## src/rtl/comp_ascii_tx.sv

```systemverilog
// Streams two operands as ASCII bit lines ("ab\n", MSB first) followed by a
// G/E/L result line, deciding the magnitude comparison one bit pair at a time.
module comp_ascii_tx #(
    parameter int WIDTH = 8
) (
    input  logic             clk,
    input  logic             rst,
    input  logic [WIDTH-1:0] in_one,
    input  logic [WIDTH-1:0] in_two,
    input  logic             in_valid,
    output logic             in_ready,
    output logic [7:0]       out_char,
    output logic             out_valid,
    input  logic             out_ready,
    output logic             busy,
    output logic             done,
    output logic             res_gt,
    output logic             res_eq,
    output logic             res_lt
);

    localparam int IW = (WIDTH > 1) ? $clog2(WIDTH) : 1;

    typedef enum logic [2:0] {
        IDLE,
        CHAR_A,
        CHAR_B,
        NL_BIT,
        RES_CHAR,
        RES_NL
    } state_t;

    state_t           state, state_d;
    logic [IW-1:0]    idx, idx_d;
    logic [WIDTH-1:0] a_q, a_d, b_q, b_d;
    logic             decided, decided_d;
    logic             gt_q, gt_d;
    logic [7:0]       char_d;
    logic             done_d;
    logic [2:0]       res_d;
    logic             xfer, accept;

    assign xfer   = out_valid && out_ready;
    assign accept = in_valid && in_ready;

    // Next-state logic; the outgoing byte is derived from the next state so
    // every output can be registered without an extra cycle of latency.
    always_comb begin
        state_d   = state;
        idx_d     = idx;
        a_d       = a_q;
        b_d       = b_q;
        decided_d = decided;
        gt_d      = gt_q;
        done_d    = 1'b0;
        res_d     = {res_gt, res_eq, res_lt};
        char_d    = 8'h00;

        case (state)
            IDLE: begin
                if (accept) begin
                    a_d       = in_one;
                    b_d       = in_two;
                    decided_d = 1'b0;
                    gt_d      = 1'b0;
                    idx_d     = IW'(WIDTH - 1);
                    res_d     = 3'b000;
                    state_d   = CHAR_A;
                end
            end
            CHAR_A: begin
                if (xfer) state_d = CHAR_B;
            end
            CHAR_B: begin
                if (xfer) begin
                    // Only the first differing bit from the MSB decides.
                    if (!decided && (a_q[idx] != b_q[idx])) begin
                        decided_d = 1'b1;
                        gt_d      = a_q[idx];
                    end
                    state_d = NL_BIT;
                end
            end
            NL_BIT: begin
                if (xfer) begin
                    if (idx == '0) begin
                        state_d = RES_CHAR;
                    end else begin
                        idx_d   = idx - IW'(1);
                        state_d = CHAR_A;
                    end
                end
            end
            RES_CHAR: begin
                if (xfer) state_d = RES_NL;
            end
            RES_NL: begin
                if (xfer) begin
                    state_d = IDLE;
                    done_d  = 1'b1;
                    res_d   = !decided ? 3'b010 : (gt_q ? 3'b100 : 3'b001);
                end
            end
            default: state_d = IDLE;
        endcase

        case (state_d)
            CHAR_A:   char_d = 8'h30 + {7'b0, a_d[idx_d]};
            CHAR_B:   char_d = 8'h30 + {7'b0, b_d[idx_d]};
            NL_BIT:   char_d = 8'h0A;
            RES_CHAR: char_d = !decided_d ? 8'h45 : (gt_d ? 8'h47 : 8'h4C);
            RES_NL:   char_d = 8'h0A;
            default:  char_d = 8'h00;
        endcase
    end

    always_ff @(posedge clk or posedge rst) begin
        if (rst) begin
            state     <= IDLE;
            idx       <= IW'(WIDTH - 1);
            a_q       <= '0;
            b_q       <= '0;
            decided   <= 1'b0;
            gt_q      <= 1'b0;
            out_char  <= 8'h00;
            out_valid <= 1'b0;
            busy      <= 1'b0;
            in_ready  <= 1'b1;
            done      <= 1'b0;
            res_gt    <= 1'b0;
            res_eq    <= 1'b0;
            res_lt    <= 1'b0;
        end else begin
            state     <= state_d;
            idx       <= idx_d;
            a_q       <= a_d;
            b_q       <= b_d;
            decided   <= decided_d;
            gt_q      <= gt_d;
            out_char  <= char_d;
            out_valid <= (state_d != IDLE);
            busy      <= (state_d != IDLE);
            in_ready  <= (state_d == IDLE);
            done      <= done_d;
            {res_gt, res_eq, res_lt} <= res_d;
        end
    end

endmodule

```

## config.mk

```make
export PLATFORM = sky130hd
export DESIGN_NAME = comp_ascii_tx
export DESIGN_NICKNAME = d
export VERILOG_FILES = /design/src/rtl/comp_ascii_tx.sv
export SDC_FILE = /design/constraint.sdc
export NUM_CORES = 1
export LEC_CHECK = 0
export ABC_AREA = 0
export ABC_CLOCK_PERIOD_IN_PS = 2830
export BUFFER_PORTS_ARGS = -buffer_cell sky130_fd_sc_hd__buf_2
export CORE_ASPECT_RATIO = 1.2
export CORE_MARGIN = 4
export CORE_UTILIZATION = 54
export CTS_CLUSTER_DIAMETER = 100
export DETAILED_ROUTE_END_ITERATION = 6
export PLACE_DENSITY = 0.77
export SLEW_MARGIN = 25
export SYNTH_ARGS = -nofsm -noshare
export SYNTH_HDL_FRONTEND = slang
export SYNTH_SLANG_ARGS = --single-unit
export TNS_END_PERCENT = 100
```

## constraint.sdc

```tcl
create_clock -name clk -period 2.83 [get_ports clk]
set_input_delay 0.283 -clock clk [delete_from_list [all_inputs] [get_ports clk]]
set_output_delay 0.283 -clock clk [all_outputs]
set_load 0.05 [all_outputs]
```

==> impl_results.md <==
* Status: finished clean
* Wl on met1 at 1.499 mm
* Die area at 0.004421 sq mm
* Worst-margin pin slew at 0.5462 ns
* Total iterations of the first detailed-routing run at 4
* Cell Rows at 23
* Critical Path Max Stage Delay at 0.61 ns
* Ratio of final minimum period to clock period at 93.39%
* Critical path origin: idx[0]
* Layout cells sized above 1 at 40.86%
* Startpoint type of the worst setup path: flop
* Compound-Gate Fraction of Synth Area at 11.93%
* Buffers on Ports at 33
* Most common cell after layout, fill and taps aside: sky130_fd_sc_hd__buf_2
* Final instance area at 0.002087 sq mm
* Setup violation total in the final timing report at 0
* Skew-Pair Late Insertion Delay at 0.29 ns
* Number of synthesized flops with an enable pin at 0
* Area growth syn-to-layout at 13.08%
* Count of H-tree levels built during CTS at 2
* Fraction of synthesized cell area in xor and xnor cells at 1.831%
* Synthesized instance count at 152
* Pin count of the biggest net entering global routing at 36
* Overall global routing resource usage at 20.47%
* Overflow left after global routing at 0
* Area share of the largest cell type after synthesis at 42.03%
* Number of cells upsized or downsized after cts at 0
* Nature of the critical path endpoint: flop
* Count of antenna-violating nets left after detailed routing at 0
* Final critical path time including I/O delays and setup at 2.643 ns
* Max Buffers Root-to-Sink at 2
* Width of the die at 61.37 um
* Clock sink total at 35
* Achievable clock frequency at 378.4 MHz
* TritonCTS clock tree: yes
* CTS hold repair buffers at 0
* Synthesized-area fraction occupied by adder cells at 1.356%
* Critical path data arrival time at 2.84 ns
* Number of buffers created by CTS at 5
* Wire length of the first global-routing pass at 6.430 mm
* Highest layer used for signal routing: met4
* Highest-delay cell along the critical path: sky130_fd_sc_hd__dfstp_2
* Highest-count cells in the layout ignoring fill and taps: sky130_fd_sc_hd__buf_2 (33), sky130_fd_sc_hd__dfrtp_1 (31), sky130_fd_sc_hd__mux2_2 (16), sky130_fd_sc_hd__mux2i_1 (10), sky130_fd_sc_hd__inv_1 (10)
* Share of cell area taken by muxes after synthesis at 20.07%
* FFs w/ async S/R, synth at 100.0%
* Cell taking the most area after synthesis: sky130_fd_sc_hd__dfrtp_1
* Antenna violations before repair at 0
* Clock skew after layout at 0.005625 ns
* Post-CTS Setup Bufs at 0
* Required time at the worst-slack endpoint at 3.02 ns
* Synthesized net count at 174
* Number of global-route vias before repair at 1,321
* Count of unresolved DRC violations after routing at 0
* Met3 wirelength from detailed routing at 249 um
* Yosys reg bits at 35
* Final number of max-transition violations at 0
* Netlist Area Pre-Place at 0.001846 sq mm
* Ys flop type: sky130_fd_sc_hd__dfrtp_1
* Type of the most critical hold path: input port to async pin
* RSZ-0062 raised after global routing: false
* Inst Count DP at 215
* Area of placed instances at 0.002006 sq mm
* Fin Hold WS at 0.08637 ns
* Ordered list of cells on the worst path: inv_1, ha_1, nor2b_1, or3_4, a31oi_4, mux2i_1, nor2_1, o311ai_2
* Final-layout setup total negative slack at 0 ns
* DPL Wire Length at 2.995 mm
* Detailed-routed wire length on met2 at 1.975 mm
* Initial standard-cell utilization of the core at 55.77%
* Reg2Reg Depth at 8
* Simple logic cell fraction of the synthesized area at 10.78%
* Mapped Avg Cell Area at 12.14 sq um
* Critical register-to-register path startpoint: idx[0]
* Leakage Power at 1.005 nW
* Dominant cells by area after synthesis: sky130_fd_sc_hd__dfrtp_1 (42%), sky130_fd_sc_hd__mux2_2 (9.8%), sky130_fd_sc_hd__dfstp_2 (5.7%)
* Maximum capacitance violations at 0
* Total power density per cell area at 1233 mW/mm^2
* Total Routed Length at 3.842 mm
* Combinational family with the most area after synthesis: multiplexers
* Inserted Diodes at 0
* Clock transition at the register clock pins on the worst setup and hold paths after CTS at 0.07 ns
* VDD IR-drop max at 0.7605 mV
* DIE HEIGHT at 72.04 um
* Hold Vio Cnt, Final at 0
* Critical path type: flop to flop
* End-of-flow core utilization at 63.06%
* Average detailed-routed wire length per instance at 17.23 um
* Max_slew headroom at 63.25%
* Root buffer cell: sky130_fd_sc_hd__clkbuf_8
* Detailed-route via count at 1,320
* Ys Warns at 0
* Fraction of the yosys area taken by sequential cells at 47.73%
* Final GP Congestion at 0.8834
* Ports at 35
* Endpoint of the worst register-to-register path: out_char[0]
* Final Instance Count excl. Fillers at 223
* Starting DRT DRC Count at 45
* Highest fanout seen on the critical path at 6
* Number of distinct standard cells referenced by the synthesized netlist at 43
* Number of nets in the finished design at 207
* Worst reg2reg setup slack at 0.19 ns
* Total core area at 0.003309 sq mm
* Vias per std cell at 5.919
[cells by family (layout without fill, tap and decap cells)]
family | Yosys count | in the layout
AOI/OAI and AO/OA | 26 | 26
xor gates and xnor gates | 3 | 3
adders and majority gates | 2 | 2
buffers and inverters | 20 | 54
DFF | 35 | 35
muxes | 30 | 30
other | 1 | 1
and+or+nand+nor | 35 | 35
[per-stage QoR]
step | power, mW | setup WS, ns
after global placement | 2.170 | 0.2443
after floorplan | 1.980 | 0.4614
after global routing | 2.753 | 0.05314
after CTS | 2.588 | 0.2110
after detailed placement | 2.242 | 0.2260
final | 2.573 | 0.1870
[registers in the layout, summed over array words and instances (netlist names)]
register,cells
done,1
gt_q,1
decided,1
in_ready,1
a_q,8
idx,3
out_char,5
res_gt,1
res_eq,1
b_q,8
res_lt,1
state,3
busy,1
[cells in the mapped netlist (all sizes together), types with 2 or more instances]
master	number
nand2	7
o21ai	7
nand3	3
inv	10
a21oi	4
ha	2
buf	8
xnor2	3
o211ai	2
mux2i	10
nor4	3
and3	2
dfstp	4
mux2	16
a22o	3
mux4	4
dfrtp	31
or2	2
o221ai	2
nor2	9
o21a	2
[routing by layer]
metal | GRT usage [%] | vias up
li1 | - | 609
met3 | 6.762 | 11
met2 | 32.82 | 49
met4 | 9.670 | 0
met5 | 0 | -
met1 | 24.39 | 651
[area by class of cell]
| class | count | area [sq um] |
|---|---|---|
| well taps | 37 | 46.29 |
| flip-flops and latches | 35 | 880.8 |
| multi-input cells | 97 | 852.1 |
| repair buffers | 35 | 180.2 |
| fillers | 261 | 1222 |
| inverters | 11 | 46.29 |
| clock inverters | 1 | 5.005 |
| clock buffers | 7 | 76.32 |
[worst max-delay path, delay by kind of cell, from the launching register on]
kind / cells / cell delay [ns]
adders and majority gates: 1 / 0.26
muxes: 1 / 0.28
AOI/OAI and AO/OA: 2 / 0.57
buffers and inverters: 1 / 0.17
and+or+nand+nor: 3 / 0.65
DFF: 1 / 0.61
[power breakdown]
group / switching [mW] / internal, mW
logic: 0.777 / 0.553
registers: 0.173 / 0.729
clock network: 0.169 / 0.172
total: 1.12 / 1.45
[worst max-delay path by stage]
stage	endpoint	slack, ns
floorplan	out_char[0]	0.46
global placement	out_char[0]	0.24
detailed placement	out_char[0]	0.23
CTS	out_char[0]	0.21
global route	out_char[0]	0.05
finish	out_char[0]	0.19
No activity file was read; power rests on OpenSTA's default activity.
